===== src/rtl/div_bcd_conv_if.sv =====
// -----------------------------------------------------------------------------
// div_bcd_conv_if
// Handshake/data bundle between the divider result and the BCD converter.
//   start      : convert request (driven by the divider's done_tick)
//   quo, rmd   : binary quotient / remainder, W bits
//   ready      : converter is idle and will accept start
//   done_tick  : one-cycle pulse when quo_bcd / rmd_bcd update
//   quo_bcd    : packed 3-digit BCD of quo ([11:8] hundreds .. [3:0] ones)
//   rmd_bcd    : packed 3-digit BCD of rmd, same packing
// master = producer side (divider / display path), slave = converter.
// -----------------------------------------------------------------------------
interface div_bcd_conv_if #(
    parameter int W = 8
);
    logic          start;
    logic [W-1:0]  quo;
    logic [W-1:0]  rmd;
    logic          ready;
    logic          done_tick;
    logic [11:0]   quo_bcd;
    logic [11:0]   rmd_bcd;

    modport master (
        output start, quo, rmd,
        input  ready, done_tick, quo_bcd, rmd_bcd
    );

    modport slave (
        input  start, quo, rmd,
        output ready, done_tick, quo_bcd, rmd_bcd
    );
endinterface


===== src/rtl/div_bcd_conv.sv =====
// -----------------------------------------------------------------------------
// div_bcd_conv
// Converts the divider's quotient and remainder to 3-digit packed BCD in
// parallel using iterative double-dabble (adjust-by-3, then shift), one
// binary bit per clock. Published results only change on done_tick.
//
// Ports:
//   clk    : system clock, rising edge
//   reset  : synchronous, active-high
//   bus    : div_bcd_conv_if.slave (start/quo/rmd in, ready/done_tick/BCD out)
//
// Parameter W: binary operand width, 1..9 (result must fit in 999).
//
// state | meaning
// ------+---------------------------------------------------------------
// IDLE  | ready=1, waiting for start; operands captured on accept
// OP    | one adjust+shift step per cycle, W cycles total
// DONE  | copy working BCD to outputs, pulse done_tick, back to IDLE
// -----------------------------------------------------------------------------
module div_bcd_conv #(
    parameter int W = 8
) (
    input  logic           clk,
    input  logic           reset,
    div_bcd_conv_if.slave  bus
);

    if (W < 1 || W > 9) begin : g_bad_width
        $error("div_bcd_conv: W must be in 1..9");
    end

    typedef enum logic [1:0] {
        IDLE = 2'd0,
        OP   = 2'd1,
        DONE = 2'd2
    } state_t;

    state_t        state;
    state_t        state_nxt;

    logic [W-1:0]  bin_q;
    logic [W-1:0]  bin_r;
    logic [11:0]   bcd_q;
    logic [11:0]   bcd_r;
    logic [3:0]    cnt;
    logic [11:0]   quo_bcd_reg;
    logic [11:0]   rmd_bcd_reg;
    logic          done_tick_reg;

    logic          load;
    logic          shift;
    logic          publish;
    logic [11:0]   adj_q;
    logic [11:0]   adj_r;

    // Each digit is adjusted on its own; a digit >= 5 becomes >= 8 and
    // carries into the next digit through the following shift, not here.
    function automatic logic [11:0] adj3(input logic [11:0] v);
        logic [11:0] r;
        r = v;
        for (int i = 0; i < 3; i++) begin
            if (v[i*4 +: 4] >= 4'd5)
                r[i*4 +: 4] = v[i*4 +: 4] + 4'd3;
        end
        return r;
    endfunction

    assign adj_q = adj3(bcd_q);
    assign adj_r = adj3(bcd_r);

    always_ff @(posedge clk) begin
        if (reset)
            state <= IDLE;
        else
            state <= state_nxt;
    end

    always_comb begin
        state_nxt = state;
        load      = 1'b0;
        shift     = 1'b0;
        publish   = 1'b0;
        unique case (state)
            IDLE: begin
                if (bus.start) begin
                    load      = 1'b1;
                    state_nxt = OP;
                end
            end
            OP: begin
                shift = 1'b1;
                // terminal count: this is the last bit
                if (cnt == 4'd1)
                    state_nxt = DONE;
            end
            DONE: begin
                publish   = 1'b1;
                state_nxt = IDLE;
            end
            default: state_nxt = IDLE;
        endcase
    end

    always_ff @(posedge clk) begin
        if (reset) begin
            bin_q         <= '0;
            bin_r         <= '0;
            bcd_q         <= '0;
            bcd_r         <= '0;
            cnt           <= '0;
            quo_bcd_reg   <= '0;
            rmd_bcd_reg   <= '0;
            done_tick_reg <= 1'b0;
        end else begin
            done_tick_reg <= publish;
            if (load) begin
                bin_q <= bus.quo;
                bin_r <= bus.rmd;
                bcd_q <= '0;
                bcd_r <= '0;
                cnt   <= 4'(W);
            end else if (shift) begin
                // {bcd, bin} << 1 after adjust: binary MSB enters BCD bit 0
                bcd_q <= {adj_q[10:0], bin_q[W-1]};
                bcd_r <= {adj_r[10:0], bin_r[W-1]};
                bin_q <= bin_q << 1;
                bin_r <= bin_r << 1;
                cnt   <= cnt - 4'd1;
            end
            if (publish) begin
                quo_bcd_reg <= bcd_q;
                rmd_bcd_reg <= bcd_r;
            end
        end
    end

    assign bus.ready     = (state == IDLE);
    assign bus.done_tick = done_tick_reg;
    assign bus.quo_bcd   = quo_bcd_reg;
    assign bus.rmd_bcd   = rmd_bcd_reg;

endmodule


===== src/flat_wrapper.sv =====
// flat-port wrapper written by rule: the top's interface ports become plain ports
module div_bcd_conv_flat 
#(
    parameter int W = 8
)
  (clk, reset, bus_start, bus_quo, bus_rmd, bus_ready, bus_done_tick, bus_quo_bcd, bus_rmd_bcd);
  div_bcd_conv_if #(.W(W)) bus_i ();
  input  logic clk;
  input  logic reset;
  input wire logic [$bits(bus_i.start)-1:0] bus_start;
  input wire logic [$bits(bus_i.quo)-1:0] bus_quo;
  input wire logic [$bits(bus_i.rmd)-1:0] bus_rmd;
  output wire logic [$bits(bus_i.ready)-1:0] bus_ready;
  output wire logic [$bits(bus_i.done_tick)-1:0] bus_done_tick;
  output wire logic [$bits(bus_i.quo_bcd)-1:0] bus_quo_bcd;
  output wire logic [$bits(bus_i.rmd_bcd)-1:0] bus_rmd_bcd;
  assign bus_i.start = bus_start;
  assign bus_i.quo = bus_quo;
  assign bus_i.rmd = bus_rmd;
  assign bus_ready = bus_i.ready;
  assign bus_done_tick = bus_i.done_tick;
  assign bus_quo_bcd = bus_i.quo_bcd;
  assign bus_rmd_bcd = bus_i.rmd_bcd;
  div_bcd_conv #(.W(W)) u_core (.clk(clk), .reset(reset), .bus(bus_i));
endmodule

===== config.mk =====
export PLATFORM = sky130hd
export DESIGN_NAME = div_bcd_conv_flat
export DESIGN_NICKNAME = d
export VERILOG_FILES = /design/src/rtl/div_bcd_conv_if.sv /design/src/rtl/div_bcd_conv.sv /design/src/flat_wrapper.sv
export SDC_FILE = /design/constraint.sdc
export NUM_CORES = 1
export LEC_CHECK = 0
export BUFFER_PORTS_ARGS = -buffer_cell sky130_fd_sc_hd__buf_2
export CAP_MARGIN = 5
export CORE_MARGIN = 3
export CORE_UTILIZATION = 61
export DETAILED_ROUTE_END_ITERATION = 8
export PLACE_DENSITY = 0.87
export SYNTH_ARGS = -nofsm -noshare
export SYNTH_HDL_FRONTEND = slang
export SYNTH_SLANG_ARGS = --single-unit

===== constraint.sdc =====
create_clock -name clk -period 2.8 [get_ports clk]
set_input_delay 0.56 -clock clk [delete_from_list [all_inputs] [get_ports clk]]
set_output_delay 0.56 -clock clk [all_outputs]
set_load 0.05 [all_outputs]

# Yosys cells after proc, flatten, opt, wreduce, memory -nomap -nowiden

Cells that the tools add are included.

Flip-flop bits (word level): 71
Input bits: 19
Output and inout bits: 26

Muxes and demuxes: 19
Add/subtract/negate cells: 7
Order comparisons: 6
Reduce and logical (&&, ||, !) cells: 4
Equal/unequal tests: 5

Operators with widths:

| kind                                                 | number |
|---|---|
| 2-to-1 mux 8 bit                                     | 4 |
| >= comparator 4 x 3 -> 1 bit (second input constant) | 6 |
| 2-to-1 mux 4 bit                                     | 6 |
| adder 4 x 2 -> 4 bit (second input constant)         | 4 |
| adder 3 x 2 -> 3 bit (second input constant)         | 2 |
| 2-to-1 mux 3 bit                                     | 2 |
| equality test 4 x 1 -> 1 bit (second input constant) | 1 |
| 2-to-1 mux 1 bit                                     | 4 |
| 2-to-1 mux 2 bit                                     | 2 |
| one-hot mux 2 bit (2 select lines)                   | 1 |
| subtractor 4 x 1 -> 4 bit (second input constant)    | 1 |
| equality test 2 x 1 -> 1 bit (second input constant) | 1 |
| equality test 2 bit (second input constant)          | 1 |
| zero test 2 bit                                      | 1 |
| != test 2 x 1 -> 1 bit (second input constant)       | 1 |
| != test 2 bit (second input constant)                | 1 |
| AND reduction 2 bit                                  | 1 |
| nonzero test 2 bit                                   | 1 |
| OR reduction 2 bit                                   | 1 |

# Longest topological paths before layout

Gate-level depths: netlist (run 1).

Depth after elaboration: 4
Gate-level depth with buffers: 6

# Worst setup path before layout (run 1)

Ideal clock, no wire load.

Path kind: register to output
Start point: register u_core.state[1]
End point: output port bus_ready
Stages on the path, launching flop included: 3
Buffers on the path: 1
Slack: 1046 ps
Arrival time: 1194 ps
Cells stage by stage: dfxtp_1 clkbuf_1 nor2_1

Longest elaborated chain between the ends: 1

RTL lines:

| element                | RTL line            | source |
|---|---|---|
| start, declared        | div_bcd_conv.sv:38  | `state_t state;` |
| start signal, assigned | div_bcd_conv.sv:75  | `state <= state_nxt;` |
| zero test 2 bit        | div_bcd_conv.sv:137 | `assign bus.ready = (state == IDLE);` |
| end, declared          | flat_wrapper.sv:13  | `output wire logic [$bits(bus_i.ready)-1:0] bus_ready;` |

No other way between the ends.

# Worst setup path after layout (run 1)

Start point: register u_core.state[0]
End point: register u_core.cnt[2]

Longest elaborated chain between the ends: 3
Elaborated cells between the ends (all ways): 5

RTL lines:

| element                      | RTL line            | source |
|---|---|---|
| zero test 2 bit              | div_bcd_conv.sv:83  | `unique case (state)` |
| 2-to-1 mux 1 bit             | div_bcd_conv.sv:83  |  |
| OR reduction 2 bit (no line) | -                   |  |
| end signal, assigned         | div_bcd_conv.sv:121 | `cnt <= 4'(W);` |
| end signal, assigned         | div_bcd_conv.sv:128 | `cnt <= cnt - 4'd1;` |
| end, declared                | div_bcd_conv.sv:45  | `logic [3:0] cnt;` |

Parallel ways exist; a longest one is shown, timed or not.
A chain may end at the register's enable or synchronous reset.

==> results of run 1 <==
-- metrics by stage --
| stage | cells | area (um2) |
|---|---|---|
| after global placement | 482 | 3450 |
| after floorplan | 392 | 3270 |
| final | 498 | 3640 |
| after CTS | 498 | 3640 |
| after global routing | 498 | 3640 |
| after detailed placement | 482 | 3450 |
-- routing by layer --
layer  up-vias  part of all wire (%)
met2        83                    49
li1       1427                     -
met3        12                   5.6
met1      1341                    43
met5         -                     0
met4         0                   1.7
-- tightest hold or removal path: stages, from the launching register on --
cell	delay, ns
dfxtp_1	0.31
nand2_1	0.05
a21oi_1	0.05
-- placed cells by master (no fill, tap or decap), types with 2 or more instances in the layout --
cell type / n
buf_2: 44
a21oi_1: 46
a211oi_1: 10
buf_4: 3
a2111oi_0: 3
nand2b_1: 7
a22o_1: 6
clkbuf_8: 10
a31oi_1: 6
nor3b_1: 4
o22ai_1: 14
nand2_1: 53
ha_1: 14
nor3_1: 15
inv_2: 2
nor2_1: 36
dfxtp_1: 71
nor2b_1: 18
nand3_1: 6
clkbuf_1: 3
a2bb2oi_1: 2
mux2i_1: 6
a41oi_1: 6
inv_1: 14
o21ai_1: 3
a2111oi_2: 3
o21ai_0: 8
nor2_2: 2
-- cells in the mapped netlist, types with 4 or more instances --
| library cell | number | area [um2] |
|---|---|---|
| a21oi_1 | 46 | 230 |
| nor2b_1 | 18 | 113 |
| o21ai_0 | 8 | 40.0 |
| inv_1 | 14 | 52.6 |
| nand2_1 | 53 | 199 |
| a31oi_1 | 6 | 37.5 |
| a41oi_1 | 6 | 52.6 |
| ha_1 | 14 | 175 |
| nor3b_1 | 4 | 30.0 |
| buf_2 | 14 | 70.1 |
| clkbuf_1 | 6 | 22.5 |
| nor2_1 | 36 | 135 |
| o22ai_1 | 14 | 87.6 |
| mux2i_1 | 6 | 60.1 |
| nand3_1 | 6 | 30.0 |
| dfxtp_1 | 71 | 1420 |
| nor3_1 | 15 | 75.1 |
| nand2b_1 | 7 | 43.8 |
| a211oi_1 | 10 | 75.1 |
| a22o_1 | 6 | 52.6 |
-- power by group --
part,switching (mW),internal [mW]
Sequential,0.0279,1.04
Combinational,0.138,0.0829
Clock,0.371,0.436
Total,0.537,1.56
-- cell type report --
type,instances,area [um2]
Multi-Input combinational cell,278,1640
Fill cell,426,1500
Sequential cell,71,1420
Timing Repair Buffer,47,243
Clock buffer,13,149
Tap cell,70,87.6
Inverter,16,60.1
Clock inverter,3,42.5
-- how the worst max path moves through the flow --
stage                    startpoint         endpoint  slack, ns
floorplan           u_core.state[1]        bus_ready       1.05
detailed placement  u_core.state[0]  u_core.bcd_q[5]       0.88
CTS                 u_core.state[0]    u_core.cnt[2]       0.84
global placement    u_core.state[0]    u_core.cnt[2]       0.96
global route        u_core.state[0]    u_core.cnt[2]       0.70
finish              u_core.state[0]    u_core.cnt[2]       0.84
-- logic make-up (layout without fill, tap and decap cells) --
family | count (synthesis) | count (layout)
AND/OR/NAND/NOR | 147 | 147
XOR/XNOR | 2 | 2
multiplexers | 6 | 6
AO/OA/AOI/OAI | 109 | 109
buffers and inverters | 43 | 79
flip-flops | 71 | 71
adder cells (fa/ha/maj) | 14 | 14
==> metrics.txt, run 1 <==
setup slack, reg-to-reg 0.84 ns; total number of yosys warnings 0; clk_lat worst skew 0.34 ns; global route hottest layer met2; Max-slew headroom 35.3%; worst r2r path cells 4; largest net degree at the start of global routing 31; Max clock buf depth 2; Reg2Reg Launch Point u_core.state[0]; max cap viols 0; post-layout power 2.10 mW; register area share after synthesis 43.5%; drt wl/cell 14.0 um; post-detail-place hpwl 4.47 mm; synth unique cells 39; Async S/R FF share, synth 0%; Crit path depth 4; Final period util 70.0%; met2 GRT Util 40.1%; number of port buffers 44; Mean Syn Cell Area 8.34 um2; pre-CTS setup slack 0.881 ns; final core occ 70.9%; Hold Crit Depth 2; Max FO, Critical Path 30; XOR/XNOR Fraction of Synth Area 0.536%; GR Util met3 5.90%; initial antenna violation count 0; Post-CTS Resized 0; Crit path max-delay family simple AND/OR/NAND/NOR gates; drc violations 0; mux contribution to synthesized area 1.84%; EDFF count, synth 0; drt first pass iters 5; status finished, final reports clean; # clock sinks 71; die height 79.2 um; Tmin final 1.96 ns; critical path cell sequence and2b_1 > nand2_1 > xor2_1 > nor2_1; post-layout net count 456; cells after synthesis 392; Worst-path clk slew 0.07 ns; GPL Wtd Cong 0.862; hold_sp u_core.bus.rmd_bcd[2]; Final Hold Fails 0; CTS tree yes; Synth Area in Simple Gates 21.1%; critical path arrival 2.16 ns; grt total ovfl 0; num ports 45; largest family of logic cells by synthesized area compound AO/OA/AOI/OAI gates; VDD IR max 0.397 mV; antenna viol nets, final 0; Post CTS Setup Buffer Count 0; Hold-fix buffers, CTS 0; worst setup slack after layout 0.839 ns; ratio of cells with drive above 1 in the final layout 16.4%; Starting Density 63.6%; Setup crit end kind flop; vias 2863; final hold slack 0.450 ns; H-tree lvl count 3; Pins Over Slew Limit 0; Top FF cell, synth dfxtp_1; worst path bufs/invs 0; die area 0.00627 mm2; worst slew pin tran 0.970 ns; Avg Vias per Cell 5.75; setup tns final 0 ns; GR Layer Usage met1 29.2%; 1st-iter DRT viols 233; r2r endpoint u_core.cnt[2]; crit path launch type flop; Clk Tree Root Cell clkbuf_8; RSZ-0062 raised after global routing no; Max Freq 0.510 GHz; max incr delay on CP 0.83 ns; critical path data required time 3.00 ns; Adder-Cell Fraction of Synth Area 5.36%; FF+latch count, synth 71; area grow syn2layout 11.4%; skew final 0.00700 ns; core area 0.00514 mm2; row cnt 26; Hold WC Path Type reg2reg; Die X 79.2 um; CP Class reg2reg; Antenna Cells 0; drt total wl 6.98 mm; Synth Area in Compound Gates 21.3%; Synth Net Count 425; Crit-path slowest cell and2b_1; cts bufs inserted 9; vias in the first global route 2738; hold endpoint u_core.bus.rmd_bcd[2]; first-pass GRT wire length 11.9 mm; Cell Pwr Density 577 mW/mm2; Static Leak 1.46 nW; Final Setup Violations 0; Cell Area, Synth 0.00327 mm2; GRT Total Usage 23.7%
Note: power is estimated with default switching activity, not from simulation.
==> run 2, diff against run 1 <==
--- a/config.mk
+++ b/config.mk
@@ -8,9 +8,9 @@
 export BUFFER_PORTS_ARGS = -buffer_cell sky130_fd_sc_hd__buf_2
 export CAP_MARGIN = 5
 export CORE_MARGIN = 3
-export CORE_UTILIZATION = 61
+export CORE_UTILIZATION = 51
 export DETAILED_ROUTE_END_ITERATION = 8
-export PLACE_DENSITY = 0.87
+export PLACE_DENSITY = 0.78
 export SYNTH_ARGS = -nofsm -noshare
 export SYNTH_HDL_FRONTEND = slang
 export SYNTH_SLANG_ARGS = --single-unit
==> constraint.sdc (replaced) <==
create_clock -name clk -period 1.65 [get_ports clk]
set_input_delay 0.33 -clock clk [delete_from_list [all_inputs] [get_ports clk]]
set_output_delay 0.33 -clock clk [all_outputs]
set_load 0.05 [all_outputs]
==> metrics.txt, run 2 (synthesized netlist as in run 1, its figures left out) <==
status finished, final reports clean (unchanged); drt first pass iters 4 (was 5); Net Sw Frac 25.7% (was 25.6%); Post-CTS Resized 0 (unchanged); clk_lat worst skew 0.34 ns (about the same); Sequential Power Share 54.2% (was 51.1%); die area 0.00740 mm2 (was 0.00627 mm2); Max clock buf depth 2 (unchanged); final core occ 61.4% (was 70.9%); Hold-fix buffers, CTS 0 (unchanged); max incr delay on CP 0.35 ns (was 0.83 ns); Clk Tree Root Cell clkbuf_8 (unchanged); Tmin final 1.59 ns; critical path arrival 1.26 ns (was 2.16 ns); commonest non-fill, non-tap cell in the layout dfxtp_1 (unchanged); # clock sinks 71 (unchanged); GPL Wtd Cong 0.781 (was 0.862); post-detail-place hpwl 4.74 mm (was 4.47 mm); Worst-path clk slew 0.07 ns (about the same); first-pass GRT wire length 11.8 mm (was 11.9 mm); pre-CTS setup slack 0.0476 ns (was 0.881 ns); Final Setup Violations 0 (unchanged); number of port buffers 44 (unchanged); worst slew pin tran 0.386 ns (was 0.970 ns); critical path cell sequence buf_4 > nor2_1 > buf_2 (was and2b_1 > nand2_1 > xor2_1 > nor2_1); CP Class reg2out (was reg2reg); post-layout net count 465 (was 456); largest net degree at the start of global routing 32 (was 31); Die X 86.1 um (was 79.2 um); worst setup slack after layout 0.0602 ns (was 0.839 ns); Final period util 96.4%; drc violations 0 (unchanged); post-route cell area 0.00372 mm2 (was 0.00364 mm2); Avg Vias per Cell 5.59 (was 5.75); most frequent cells in the layout dfxtp_1 (69), nand2_1 (53), a21oi_1 (46), buf_2 (44), nor2_1 (36) (was dfxtp_1 (71), nand2_1 (53), a21oi_1 (46), buf_2 (44), nor2_1 (36)); row cnt 28 (was 26); VDD IR max 0.538 mV (was 0.397 mV); Cell Pwr Density 901 mW/mm2 (was 577 mW/mm2); Pins Over Slew Limit 0 (unchanged); crit path launch type flop (unchanged); max cap viols 0 (unchanged); drt total wl 6.83 mm (was 6.98 mm); H-tree lvl count 3 (unchanged); critical path data required time 1.32 ns (was 3.00 ns); ratio of cells with drive above 1 in the final layout 19.8% (was 16.4%); Static Leak 1.49 nW (was 1.46 nW); skew final 0.00566 ns (was 0.00700 ns); num ports 45 (unchanged); Starting Density 53.9% (was 63.6%); Post CTS Setup Buffer Count 0 (unchanged); die height 86.1 um (was 79.2 um); initial antenna violation count 0 (unchanged); Comb power frac 11.7% (was 10.5%); Clock power frac 34.0% (was 38.4%); Hold WC Path Type in2reg (was reg2reg); Antenna Cells 0 (unchanged); area grow syn2layout 13.9% (was 11.4%); vias in the first global route 2696 (was 2738); Max FO, Critical Path 8 (was 30); Setup crit end kind primary output (was flop); Final Hold Fails 0 (unchanged); cts bufs inserted 9 (unchanged); P_sw 861 uW (was 537 uW); Max-slew headroom 73.6% (was 35.3%); CTS tree yes (unchanged); Crit-path slowest cell dfxtp_1 (was and2b_1); setup tns final 0 ns (unchanged); 1st-iter DRT viols 73 (was 233); grt total ovfl 0 (unchanged); GRT Total Usage 19.8% (was 23.7%); Max Freq 0.629 GHz; core area 0.00606 mm2 (was 0.00514 mm2); antenna viol nets, final 0 (unchanged); placed instance area 0.00354 mm2 (was 0.00345 mm2); P_int 2.49 mW (was 1.56 mW); drt wl/cell 13.4 um (was 14.0 um); RSZ-0062 raised after global routing no (unchanged); vias 2846 (was 2863)
## run 2: cell count changes in the layout (fill, tap and decap cells not counted), moves of 2 or more
| cell | before | now |
|---|---|---|
| buf_4 | 3 | 11 |
| a2111oi_0 | 3 | 1 |
| clkbuf_1 | 3 | 1 |
| dfxtp_1 | 71 | 69 |
| dfxtp_2 | 0 | 2 |
| inv_1 | 14 | 12 |
| inv_2 | 2 | 4 |
## run 2: final cells by class
class | count | area [um2]
clock buffers | 11 | 141
clock inverters | 2 | 10.0
fillers | 523 | 2340
inverters | 16 | 60.1
multi-input cells | 278 | 1670
flip-flops and latches | 71 | 1420
well taps | 75 | 93.8
repair buffers | 56 | 323
## run 2: final timing paths
check	from	endpoint	slack (ns)	cells past startpoint
hold / removal	bus_rmd[0]	u_core.bin_r[0]	0.35	4
setup / recovery	u_core.state[1]	bus_ready	0.06	3
setup reg to reg	u_core.bcd_r[5]	u_core.bcd_r[5]	0.09	6
hold reg to reg	u_core.bus.rmd_bcd[1]	u_core.bus.rmd_bcd[1]	0.45	2
## run 2: critical path: cells and delay by family, from the launching register on
family | cells | cell delay [ns]
and+or+nand+nor | 1 | 0.12
buffers and inverters | 2 | 0.45
DFF | 1 | 0.35
## run 2: power groups by stage
stage | sequential [mW] | combinational (mW) | clock (mW)
2_1_floorplan | 1.84 | 0.309 | 0
3_3_place_gp | 1.85 | 0.375 | 0
3_5_place_dp | 1.86 | 0.386 | 0
4_1_cts | 1.82 | 0.389 | 1.17
5_1_grt | 1.83 | 0.442 | 1.24
6_report | 1.82 | 0.393 | 1.14
## run 2: metal layers
| layer | routed length, um | up-vias | GRT usage, % |
|---|---|---|---|
| met5 | 0 | - | 0 |
| met4 | 235 | 0 | 12.9 |
| met3 | 214 | 18 | 3.94 |
| met2 | 3350 | 53 | 33.6 |
| met1 | 3030 | 1338 | 22.4 |
| li1 | - | 1437 | - |
## run 2: stage by stage
stage | instances | power (mW) | hold WS, ns
after floorplan | 392 | 2.15 | 0.432
after global placement | 496 | 2.23 | 0.439
after detailed placement | 496 | 2.24 | 0.443
after CTS | 509 | 3.38 | 0.339
after global routing | 509 | 3.51 | 0.391
final | 509 | 3.35 | 0.348
